--- src/rtl/input_event_port_if.sv ---
// CPU-side dmem-style read bus for the button event port.
// The master drives the strobe and address. The slave returns registered data with a one-cycle valid pulse.
interface input_event_port_if;
    logic        rd_en;
    logic [11:0] addr;
    logic [31:0] rd_data;
    logic        rd_valid;

    modport master (output rd_en, output addr, input rd_data, input rd_valid);
    modport slave  (input rd_en, input addr, output rd_data, output rd_valid);
endinterface

--- src/rtl/input_event_port.sv ---
// Memory-mapped button port: synchronises and debounces the active-low buttons.
// Press events are latched as sticky flags plus a saturating fire counter, cleared when the CPU reads them.
module input_event_port #(
    parameter int unsigned DEBOUNCE_CYCLES = 5000000,
    parameter int unsigned CNT_W           = 23,
    parameter logic [11:0] BASE_ADDR       = 12'hFF0
) (
    input  logic                clk,
    input  logic                reset,
    input  logic                btn_left_n,
    input  logic                btn_right_n,
    input  logic                btn_fire_n,
    input_event_port_if.slave   bus,
    output logic [2:0]          level,
    output logic                irq
);
    localparam logic [CNT_W-1:0] CNT_LAST = CNT_W'(DEBOUNCE_CYCLES - 1);

    logic [2:0]       sync_meta;
    logic [2:0]       sync_out;
    logic [2:0]       pressed;
    logic [2:0]       debounced;
    logic [2:0]       rise;
    logic [CNT_W-1:0] cnt [3];
    logic [2:0]       sticky;
    logic [7:0]       fire_count;
    logic             hit;
    logic [1:0]       offset;
    logic             clr_events;
    logic             clr_count;
    logic [31:0]      read_mux;

    // The synchroniser keeps the raw active-low polarity, so its reset value of 1 means released.
    always_ff @(posedge clk or negedge reset) begin
        if (!reset) begin
            sync_meta <= 3'b111;
            sync_out  <= 3'b111;
        end else begin
            sync_meta <= {btn_fire_n, btn_right_n, btn_left_n};
            sync_out  <= sync_meta;
        end
    end

    assign pressed = ~sync_out;

    always_comb begin
        rise = '0;
        for (int i = 0; i < 3; i++) begin
            rise[i] = pressed[i] && !debounced[i] && (cnt[i] == CNT_LAST);
        end
    end

    always_ff @(posedge clk or negedge reset) begin
        if (!reset) begin
            debounced <= '0;
            for (int i = 0; i < 3; i++) begin
                cnt[i] <= '0;
            end
        end else begin
            for (int i = 0; i < 3; i++) begin
                if (pressed[i] == debounced[i]) begin
                    cnt[i] <= '0;
                end else if (cnt[i] == CNT_LAST) begin
                    debounced[i] <= ~debounced[i];
                    cnt[i]       <= '0;
                end else begin
                    cnt[i] <= cnt[i] + 1'b1;
                end
            end
        end
    end

    assign hit        = (bus.addr[11:2] == BASE_ADDR[11:2]);
    assign offset     = bus.addr[1:0];
    assign clr_events = bus.rd_en && hit && (offset == 2'd1);
    assign clr_count  = bus.rd_en && hit && (offset == 2'd2);

    always_comb begin
        read_mux = '0;
        if (hit) begin
            case (offset)
                2'd0:    read_mux = {21'd0, sticky, 5'd0, debounced};
                2'd1:    read_mux = {29'd0, sticky};
                2'd2:    read_mux = {24'd0, fire_count};
                default: read_mux = '0;
            endcase
        end
    end

    // A new press in the same cycle as a clearing read survives the clear.
    always_ff @(posedge clk or negedge reset) begin
        if (!reset) begin
            sticky     <= '0;
            fire_count <= '0;
        end else begin
            sticky <= (clr_events ? 3'b000 : sticky) | rise;
            if (clr_count) begin
                fire_count <= {7'd0, rise[2]};
            end else if (rise[2] && (fire_count != 8'hFF)) begin
                fire_count <= fire_count + 8'd1;
            end
        end
    end

    always_ff @(posedge clk or negedge reset) begin
        if (!reset) begin
            bus.rd_data  <= '0;
            bus.rd_valid <= 1'b0;
        end else begin
            bus.rd_valid <= bus.rd_en;
            if (bus.rd_en) begin
                bus.rd_data <= read_mux;
            end
        end
    end

    assign level = debounced;
    assign irq   = |sticky;
endmodule

--- src/flat_wrapper.sv ---
// flat-port wrapper written by rule: the top's interface ports become plain ports
module input_event_port_flat 
#(
    parameter int unsigned DEBOUNCE_CYCLES = 5000000,
    parameter int unsigned CNT_W           = 23,
    parameter logic [11:0] BASE_ADDR       = 12'hFF0
)
  (clk, reset, btn_left_n, btn_right_n, btn_fire_n, level, irq, bus_rd_en, bus_addr, bus_rd_data, bus_rd_valid);
  input_event_port_if bus_i ();
  input  logic clk;
  input  logic reset;
  input  logic btn_left_n;
  input  logic btn_right_n;
  input  logic btn_fire_n;
  output logic [2:0] level;
  output logic irq;
  input wire logic [$bits(bus_i.rd_en)-1:0] bus_rd_en;
  input wire logic [$bits(bus_i.addr)-1:0] bus_addr;
  output wire logic [$bits(bus_i.rd_data)-1:0] bus_rd_data;
  output wire logic [$bits(bus_i.rd_valid)-1:0] bus_rd_valid;
  assign bus_i.rd_en = bus_rd_en;
  assign bus_i.addr = bus_addr;
  assign bus_rd_data = bus_i.rd_data;
  assign bus_rd_valid = bus_i.rd_valid;
  input_event_port #(.DEBOUNCE_CYCLES(DEBOUNCE_CYCLES), .CNT_W(CNT_W), .BASE_ADDR(BASE_ADDR)) u_core (.clk(clk), .reset(reset), .btn_left_n(btn_left_n), .btn_right_n(btn_right_n), .btn_fire_n(btn_fire_n), .bus(bus_i), .level(level), .irq(irq));
endmodule
--- config.mk ---
export PLATFORM = sky130hd
export DESIGN_NAME = input_event_port_flat
export DESIGN_NICKNAME = d
export VERILOG_FILES = /design/src/rtl/input_event_port_if.sv /design/src/rtl/input_event_port.sv /design/src/flat_wrapper.sv
export SDC_FILE = /design/constraint.sdc
export NUM_CORES = 1
export LEC_CHECK = 0
export ABC_AREA = 1
export BUFFER_PORTS_ARGS = -buffer_cell sky130_fd_sc_hd__buf_2
export CORE_ASPECT_RATIO = 0.75
export CORE_UTILIZATION = 56
export CTS_BUF_LIST = sky130_fd_sc_hd__clkbuf_2 sky130_fd_sc_hd__clkbuf_4 sky130_fd_sc_hd__clkbuf_8
export DETAILED_ROUTE_END_ITERATION = 10
export HOLD_SLACK_MARGIN = 0.06
export PLACE_DENSITY = 0.79
export SETUP_SLACK_MARGIN = 0.1
export SLEW_MARGIN = 30
export SYNTH_ARGS = -nofsm -noshare
export SYNTH_HDL_FRONTEND = slang
export SYNTH_SLANG_ARGS = --single-unit
export TNS_END_PERCENT = 1
--- constraint.sdc ---
create_clock -name clk -period 1.45 [get_ports clk]
set_input_delay 0.29 -clock clk [delete_from_list [all_inputs] [get_ports clk]]
set_output_delay 0.29 -clock clk [all_outputs]
set_load 0.01 [all_outputs]
==> results_dict.tcl, run 1 <==
set metrics [dict create \
    start_util 0.587 \
    cp_max_fo 7 \
    required_ps 1710 \
    holdWs_ps 279 \
    cts_tree "built" \
    clock_skew_ps 13.8 \
    antenna_found_initial 0 \
    grt_pass1_wl_mm 24.3 \
    core.rowCount 31 \
    dp_hpwl_mm 10.5 \
    startpoint "u_core.cnt[23]" \
    critPathMostFrequentCell "nand3_4" \
    netlist_instances 770 \
    crit_chain "ha_4, nand3_4, inv_4, nand3_4, inv_2, nand4_1, nand2_2, nor2_1" \
    core-area_sq_mm 0.00981 \
    ant_nets 0 \
    io_buffers 33 \
    rsz0062_at_grt "true" \
    path_class "flip-flop to flip-flop" \
    clock_path_buffers 2 \
    timing.final.ws_setup_ps -66.9 \
    outcome "finished with violations" \
    whs_path_depth 4 \
    htreeDepth 3 \
    synth_top_area_cell "dfrtp_1" \
    netlist_top_cells_area "dfrtp_1 41%, nand2_1 11%, nor2_1 9.8%" \
    total_power_mw 5.13 \
    max_cap_viol_count 0 \
    cellPowerDensity_mw_per_mm2 718 \
    ys_ff_latch 101 \
    routed_wl_mm 14.8 \
    ff2ff_path_depth 8 \
    post_synth.cell_area_avg_sq_um 7.48 \
    yosys.area.top_type_share 0.413 \
    final_max_slew_viol_count 0 \
    multi_input_area_sq_mm 0.00318 \
    timing.rr.end "u_core.cnt[26]" \
    n_antenna_cell 0 \
    vdd_drop_max_mv 0.687 \
    hold_end "u_core.bus.rd_data[2]" \
    critPathArrivalTime_ps 1780 \
    yosysWarnings 0 \
    seq_area_frac_synth 0.440 \
    final.period_utilization 1.05 \
    power.leakage_nw 3.17 \
    dp_slack_ps -91.7 \
    drc_errors 0 \
    clock_latency_ps 380 \
    viasPerCell 5.44 \
    tns_ps -611 \
    r2r_start "u_core.cnt[23]" \
    die_w_um 119 \
    crit_slowest_cell "dfrtp_1" \
    synth.distinct_cells 36 \
    max_stage_delay_ps 410 \
    finalHoldViolations 0 \
    syn_to_final_growth_pct 24.0 \
    clock-sinks 101 \
    grt-ovfl-total 0 \
    ff_latch_area_sq_mm 0.00255 \
    drtIter0Drc 437 \
    worstHoldStart "bus_addr[0]" \
    end_kind "flip-flop" \
    wl_per_cell_um 14.8 \
    drive_gt1_frac 0.263 \
    hp-class "input port to flip-flop" \
    grt_max_degree 36 \
    place_congestion 0.952 \
    rrSetupSlack_ps -70 \
    die_area_sq_mm 0.0107 \
    fin_crit_ps 1520 \
    vias 5460 \
    cts_made_buffers 9 \
    cts-root-buf "clkbuf_8" \
    clkTransAtPathRegs_ps 100 \
    grt_use_total 0.283 \
    io-pin-count 55 \
    worstSetupStartpointType "flip-flop" \
    fmax_mhz 659 \
    drtPass1Iterations 5 \
    setup_violations 20 \
    chipHeight_um 89.8 \
    nFillCells 711 \
    fin_nets 891 \
    violations "setup timing" \
    first_global_vias 5191 \
    syn_area_sq_mm 0.00576 \
]
-- metal layers --
metal  vias up  part of all wire  global-route usage
li1       2599                 -                   -
met1      2582              0.43               0.387
met2       241              0.48               0.460
met3        38             0.070              0.0654
met4         0             0.019              0.0570
met5         -                 0                   0
-- cells in the mapped netlist, drive strengths merged --
master	number
a21o	1
a21oi	5
a22o	1
a31oi	2
and2	1
buf	21
clkbuf	6
conb	1
dfrtp	95
dfstp	6
ha	7
inv	94
nand2	175
nand3	67
nand4	24
nor2	154
nor3	38
nor3b	1
nor4	4
o21ai	21
o21bai	1
o221ai	1
o22ai	2
or2	2
xnor2	8
xor2	32
-- how the worst max path moves through the flow --
stage                                  to  slack (ps)  depth (start not counted)
after CTS                  u_core.cnt[22]         -60                          8
after global placement    u_core.level[1]         -40                          7
after detailed placement  u_core.level[0]         -90                          6
final                      u_core.cnt[26]         -70                          8
after global routing       u_core.cnt[19]        -150                          9
after floorplan            u_core.cnt[11]           4                          8
-- state kept, by name (all words and copies together) (netlist names) --
register / flops
u_core.bus.rd_data: 11
u_core.sticky: 3
u_core.cnt: 69
u_core.sync_out: 3
u_core.sync_meta: 3
u_core.level: 3
u_core.fire_count: 8
u_core.bus.rd_valid: 1
-- report_power, final --
group | internal (mW) | total (mW) | switching [mW] | leakage, nW
registers | 2.85 | 2.88 | 0.0315 | 1.34
logic | 0.129 | 0.343 | 0.213 | 1.73
clock network | 0.936 | 1.90 | 0.964 | 0.111
total | 3.92 | 5.13 | 1.21 | 3.17
-- worst max-delay path: cells and delay by family (launching register included) --
kind	cells	cell delay, ps
DFF	1	410
buffers and inverters	2	180
adders and majority gates	1	180
and+or+nand+nor	5	640
-- per-stage QoR --
stage | instance area, sq um | instances | utilization
3_5_place_dp | 6400 | 979 | 0.652
2_1_floorplan | 5850 | 790 | -
4_1_cts | 6920 | 1003 | 0.705
5_1_grt | 7140 | 1003 | 0.728
6_report | 7140 | 1003 | 0.728
3_3_place_gp | 6400 | 979 | 0.652
-- repair_timing --
item / 4_1_cts / 5_1_grt
hold buffers: 5 / 0
setup buffers: 3 / 0
gates resized for setup: 70 / 61
pin swaps: 18 / 21
endpoints found under the hold margin: 25 / 0
endpoints found under the setup margin: 69 / 78
-- placed cells by master (no fill, tap or decap), types with 2 or more instances in the layout --
cell type        n
buf_6            5
nand4_1         23
nor2_2          24
buf_4           50
nor3_1          16
nand3_1         54
o21ai_1          5
nand2_1        160
nand2_2         12
xor2_1          32
buf_2           30
xnor2_1          8
nand2_4          3
dfstp_2          6
dfrtp_2         14
nor2_1         124
conb_1          21
a21oi_1          5
o21ai_2          2
inv_1           79
nand3_4          9
a31oi_1          2
clkbuf_4         2
inv_2           12
nor4_1           3
clkbuf_8        11
dfrtp_1         81
nor2_4           6
nor3_4           5
ha_4             3
ha_1             3
nand3_2          4
dlygate4sd3_1    5
nor3_2          17
or2_2            2
o21ai_0         14
buf_12           2
inv_4            3
-- logic make-up (layout without fill, tap and decap cells) --
kind of cell / after synthesis / in the layout / synth area share
simple gates: 466 / 466 / 0.358
buf+inv: 121 / 202 / 0.0928
flops: 101 / 101 / 0.440
xor+xnor: 40 / 40 / 0.0608
compound gates: 34 / 34 / 0.0326
fa+ha+maj: 7 / 7 / 0.0152
other cells: 1 / 21 / 0.000651
-- area by class of cell --
cell class,count,share of cell area
multi-input combinational,568,0.446
sequential,101,0.357
timing repair buffer,92,0.0941
clock buffer,13,0.0233
tap,132,0.0231
inverter,94,0.0505
clock inverter,3,0.00613
(Power assumes the default switching activity.)
==> run 2: changes to the inputs <==
- ABC_AREA: 1 -> unset
- CORE_ASPECT_RATIO: 0.75 -> unset
- CORE_UTILIZATION: 56 -> 55
- PLACE_DENSITY: 0.79 -> 0.78
==> run 2 against run 1 <==
The flow still finishes with violations (setup timing). Register-to-register slack worse by 500 ps. Clock power decreased by 13%. Combinational power fell by 5%. Total power down 5.3%. Maximum frequency down 25%. Flip-flop and latch count unchanged. Global-route usage fell by 2.1 points. Core utilization up 2.6 points. Sequential share of layout area is 2.1 points higher. First-iteration DRC count is 48% lower. Largest cell class unchanged.
==> results_dict.tcl, run 2 <==
set metrics [dict create \
    violations "setup timing" \
    io_buffers 33 \
    fin_crit_ps 2010 \
    place_congestion 0.859 \
    tns_ps -25960 \
    yosys.area.top_type_share 0.461 \
    synthMostInstantiatedCell "dfrtp_1" \
    synth.distinct_cells 49 \
    worstSetupStartpointType "flip-flop" \
    final_max_slew_viol_count 0 \
    layout_common_cells "121 x buf_4, 95 x dfrtp_1, 46 x nor2_1, 32 x a21oi_1, 32 x buf_2" \
    drtIter0Drc 226 \
    core-area_sq_mm 0.00889 \
    total_power_mw 4.85 \
    drtPass1Iterations 4 \
    timing.final.ws_setup_ps -562 \
    drive_gt1_frac 0.331 \
    ff2ff_path_depth 5 \
    critPathArrivalTime_ps 2290 \
    drc_errors 0 \
    synth_compound_area_frac 0.117 \
    final_cells 790 \
    synthXorXnorAreaFrac 0.0629 \
    power.leakage_nw 3.08 \
    largest_reg_flops 69 \
    placedCellCount 770 \
    holdWs_ps 147 \
    nFillCells 594 \
    end_kind "flip-flop" \
    final_common_cell "buf_4" \
    post_synth.cell_area_avg_sq_um 9.84 \
    hp-class "input port to flip-flop" \
    vdd_drop_max_mv 0.569 \
    timing.rr.end "u_core.fire_count[6]" \
    fin_nets 702 \
    start_util 0.580 \
    whs_path_depth 2 \
    final.period_utilization 1.39 \
    first_global_vias 4587 \
    syn_area_sq_mm 0.00515 \
    syn_to_final_growth_pct 30.0 \
    seq_area_frac_synth 0.492 \
    path_class "flip-flop to flip-flop" \
    outcome "finished with violations" \
    dp_hpwl_mm 8.76 \
    fmax_mhz 497 \
    synth_top_area_cell "dfrtp_1" \
    die_area_sq_mm 0.00976 \
    clock_path_buffers 2 \
    required_ps 1730 \
    netlist_top_cells_area "dfrtp_1 46%, xor2_1 3.9%, a21oi_1 3.5%" \
    synthMuxAreaShare 0.00971 \
    clkTransAtPathRegs_ps 100 \
    rrSetupSlack_ps -560 \
    io-pin-count 55 \
    htreeDepth 3 \
    setup_violations 83 \
    chipHeight_um 98.8 \
    cts-root-buf "clkbuf_8" \
    yosysWarnings 0 \
    cts_made_buffers 9 \
    max_cap_viol_count 0 \
    crit_chain "ha_1, nand4_1, or4_4, o41a_1, a211oi_2" \
    routed_wl_mm 12.0 \
    wl_per_cell_um 15.2 \
    ys_async_sr_fraction 1.00 \
    rsz0062_at_grt "true" \
    antenna_found_initial 0 \
    clock_skew_ps 13.9 \
    cellPowerDensity_mw_per_mm2 724 \
    cp_max_fo 6 \
    r2r_start "u_core.cnt[0]" \
    finalHoldViolations 0 \
    dominantRegCellSynth "dfrtp_1" \
    vias 4566 \
    clock_latency_ps 370 \
    cts_tree "built" \
    synth_commonest_cells "95 x dfrtp_1, 48 x nor2_1, 36 x a21oi_1, 28 x nand3_1, 26 x nand2_1" \
    ant_nets 0 \
    clock-sinks 101 \
    synth-adder-area-share 0.0170 \
    synth_edf_count 0 \
    grt_pass1_wl_mm 20.6 \
    hold_end "u_core.bus.rd_valid" \
    worstHoldStart "bus_rd_en" \
    grt-ovfl-total 0 \
    core.rowCount 34 \
    viasPerCell 5.78 \
    netlist_instances 524 \
    grt_use_total 0.261 \
    reg_top3 "u_core.cnt x69, u_core.bus.rd_data x11, u_core.fire_count x8" \
    grt_max_degree 28 \
    die_w_um 98.8 \
    synthSimpleGateAreaFrac 0.236 \
    ys_ff_latch 101 \
    n_antenna_cell 0 \
    synth_top_family_by_area "simple AND/OR/NAND/NOR gates" \
    crit_slowest_cell "or4_4" \
    max_stage_delay_ps 660 \
    largest-register "u_core.cnt" \
]
==> run 2: worst max-delay path by stage <==
stage	start	to	slack, ps	cells past startpoint
after floorplan	u_core.cnt[20]	u_core.fire_count[6]	-540	5
after global placement	u_core.cnt[12]	u_core.fire_count[6]	-500	4
after detailed placement	u_core.cnt[12]	u_core.fire_count[6]	-560	4
after CTS	u_core.cnt[20]	u_core.fire_count[6]	-550	4
after global routing	u_core.cnt[20]	u_core.fire_count[6]	-620	4
final	u_core.cnt[0]	u_core.fire_count[6]	-560	5
==> run 2: through the flow <==
step / utilization / setup slack (ps) / instance area (sq um)
2_1_floorplan: - / -542 / 5280
3_3_place_gp: 0.710 / -496 / 6320
3_5_place_dp: 0.710 / -563 / 6320
4_1_cts: 0.746 / -551 / 6630
5_1_grt: 0.754 / -615 / 6700
6_report: 0.754 / -562 / 6700
==> run 2: logic make-up (layout without fill, tap and decap cells) <==
logic type,after synthesis,after routing
flops,101,101
compound gates,92,92
fa+ha+maj,7,7
simple gates,215,215
other cells,1,21
xor+xnor,37,37
mux,5,5
buf+inv,66,204
==> run 2: per-layer routing <==
metal	GRT usage	wire (um)	vias to the layer above	part of all wire
met2	0.461	6250	115	0.52
met1	0.318	5080	2260	0.42
met4	0.102	227	0	0.019
met3	0.0468	436	20	0.036
li1	-	-	2171	-
met5	0	0	-	0
==> run 2: what timing repair did <==
| action | 4_1_cts | 5_1_grt |
|---|---|---|
| resized for setup | 19 | 17 |
| setup endpoints to repair | 84 | 84 |
| endpoints found under the hold margin | 24 | 0 |
| pin swaps | 33 | 11 |
| hold buffers | 4 | 0 |
| buffers inserted | 0 | 0 |
==> run 2: final cells by class <==
cell class	instances	area, sq um	area share
timing repair buffer	165	1220	0.183
tap	108	135	0.0202
multi-input combinational	377	2540	0.379
clock buffer	11	145	0.0217
clock inverter	5	36.3	0.00542
sequential	101	2530	0.378
inverter	23	86.3	0.0129
==> run 2: worst max-delay path, delay by kind of cell, from the launching register on <==
family	cells	cell delay, ps
flip-flops	1	370
AO/OA/AOI/OAI	2	510
adder cells (fa/ha/maj)	1	170
AND/OR/NAND/NOR	2	880
==> run 2: where the power goes <==
group          internal, mW  switching, mW
Sequential             2.85         0.0208
Clock                 0.695          0.961
Combinational         0.133          0.191
Total                  3.68           1.17
==> run 3: changes to the inputs <==
- CORE_ASPECT_RATIO: unset -> 1.25
==> run 3 against run 2 <==
The run still ends with setup timing left. Sequential share of layout area down 0.18 points. Clock-buffer cell count unchanged. Sequential power about the same. Clock power up 19%. Worst setup slack worse by 43 ps. Combinational power down 2%. Largest power group unchanged. Highest routed layer unchanged.
==> results_dict.tcl, run 3 (same netlist as run 2, synthesis figures left out) <==
set metrics [dict create \
    cts_made_buffers 9 \
    power_frac_clock 0.382 \
    worstSetupStartpointType "flip-flop" \
    cts-root-buf "clkbuf_8" \
    cp_max_fo 6 \
    start_util 0.565 \
    violations "setup timing" \
    critPathArrivalTime_ps 2340 \
    io-pin-count 55 \
    final_cells 802 \
    die_area_sq_mm 0.00977 \
    drc_errors 0 \
    place_congestion 0.906 \
    p_sw_mw 1.15 \
    io_buffers 33 \
    holdWs_ps 144 \
    max_cap_viol_count 0 \
    drive_gt1_frac 0.324 \
    vdd_drop_max_mv 0.721 \
    largest-register "u_core.cnt" \
    r2r_start "u_core.cnt[20]" \
    total_power_mw 5.16 \
    crit_buf_inv 0 \
    timing.final.ws_setup_ps -605 \
    fin_util 0.738 \
    chipHeight_um 110 \
    core.rowCount 39 \
    clock_skew_ps 9.36 \
    ff2ff_path_depth 4 \
    clkTransAtPathRegs_ps 100 \
    ant_nets 0 \
    cts_setup_buffers 0 \
    core-area_sq_mm 0.00913 \
    finalHoldViolations 0 \
    startpoint "u_core.cnt[20]" \
    crit_chain "or4_4, or4_4, o41a_1, a211oi_2" \
    routed_wl_mm 12.2 \
    reg_top3 "u_core.cnt x69, u_core.bus.rd_data x11, u_core.fire_count x8" \
    final_common_cell "buf_4" \
    drtPass1Iterations 4 \
    final.period_utilization 1.42 \
    fmax_mhz 487 \
    grt_use_total 0.268 \
    clock_latency_ps 370 \
    rsz0062_at_grt "true" \
    antenna_found_initial 0 \
    crit_cells 4 \
    max_stage_delay_ps 540 \
    dp_slack_ps -581 \
    cellPowerDensity_mw_per_mm2 767 \
    critPathMostFrequentCell "or4_4" \
    required_ps 1730 \
    setup_violations 83 \
    end_kind "flip-flop" \
    cp-endpoint "u_core.fire_count[6]" \
    vias 4530 \
    viasPerCell 5.65 \
    clock_path_buffers 2 \
    outcome "finished with violations" \
    fin_nets 700 \
    drtIter0Drc 162 \
    power.leakage_nw 3.08 \
    grt-ovfl-total 0 \
    n_antenna_cell 0 \
    internal_power_mw 4.01 \
    crit_slowest_cell "or4_4" \
    cpLargestDelayFamily "simple AND/OR/NAND/NOR gates" \
    largest_reg_flops 69 \
    fin_crit_ps 2060 \
    die_w_um 88.6 \
    final_max_slew_viol_count 0 \
    placedCellCount 783 \
    wl_per_cell_um 15.1 \
    clock-sinks 101 \
    cts_tree "built" \
    p_seq_frac 0.556 \
    path_class "flip-flop to flip-flop" \
    dp_hpwl_mm 8.45 \
    hp-class "input port to flip-flop" \
    grt_max_degree 70 \
    grt_pass1_wl_mm 20.1 \
    pwr-share-comb 0.062 \
    swShare 0.224 \
    timing.rr.end "u_core.fire_count[6]" \
    syn_to_final_growth_pct 30.7 \
    first_global_vias 4689 \
    rrSetupSlack_ps -610 \
    layout_common_cells "120 x buf_4, 94 x dfrtp_1, 45 x nor2_1, 34 x a21oi_1, 30 x buf_2" \
    htreeDepth 3 \
]
[run 3: cell types whose count changed in the layout (fill, tap and decap cells not counted), moves of 2 or more]
cell       previous run  this run
a21oi_1              32        34
a21oi_2               4         2
clkinv_4              3         0
buf_2                32        30
bufinv_16             0         2
nand3_1              22        24
nand3_2               6         4
[run 3: final cells by class]
type | instances | area [sq um]
Multi-Input combinational cell | 377 | 2510
Clock inverter | 4 | 72.6
Tap cell | 123 | 154
Timing Repair Buffer | 163 | 1230
Clock buffer | 11 | 145
Sequential cell | 101 | 2540
Fill cell | 616 | 2390
Inverter | 23 | 86.3
[run 3: power groups by stage]
stage / Clock (mW) / Sequential, mW / Combinational (mW)
2_1_floorplan: 0 / 2.93 / 0.167
3_3_place_gp: 0 / 2.92 / 0.293
3_5_place_dp: 0 / 2.93 / 0.304
4_1_cts: 2.03 / 2.87 / 0.319
5_1_grt: 2.12 / 2.88 / 0.362
6_report: 1.97 / 2.87 / 0.319
[run 3: worst min-delay path by stage]
| stage | cells past startpoint | to | slack (ps) | start |
|---|---|---|---|---|
| after floorplan | 0 | u_core.bus.rd_data[0] | -6 | reset |
| after global placement | 2 | u_core.bus.rd_data[6] | 320 | reset |
| after detailed placement | 2 | u_core.bus.rd_data[3] | 330 | reset |
| after CTS | 2 | u_core.bus.rd_valid | 120 | bus_rd_en |
| after global routing | 2 | u_core.bus.rd_valid | 130 | bus_rd_en |
| final | 2 | u_core.bus.rd_valid | 140 | bus_rd_en |
[run 3: per-stage QoR]
step	setup TNS, ps	cell area [sq um]
CTS	-27050	6670
finish	-26270	6740
global placement	-28750	6330
global route	-32330	6740
floorplan	-36900	5280
detailed placement	-32530	6330
[run 3: what timing repair did]
item                       in CTS  in global routing
hold buffers                    4                  0
setup endpoints to repair      84                 86
pin swaps                      17                 11
hold endpoints to repair       98                  0
gates cloned                    0                  0
resized for setup              19                 16
[run 3: metal layers]
metal | vias up | global-route usage | part of all wire
met3 | 25 | 0.0462 | 0.027
met2 | 83 | 0.508 | 0.55
li1 | 2154 | - | -
met1 | 2268 | 0.286 | 0.39
met4 | 0 | 0.120 | 0.024
met5 | - | 0 | 0
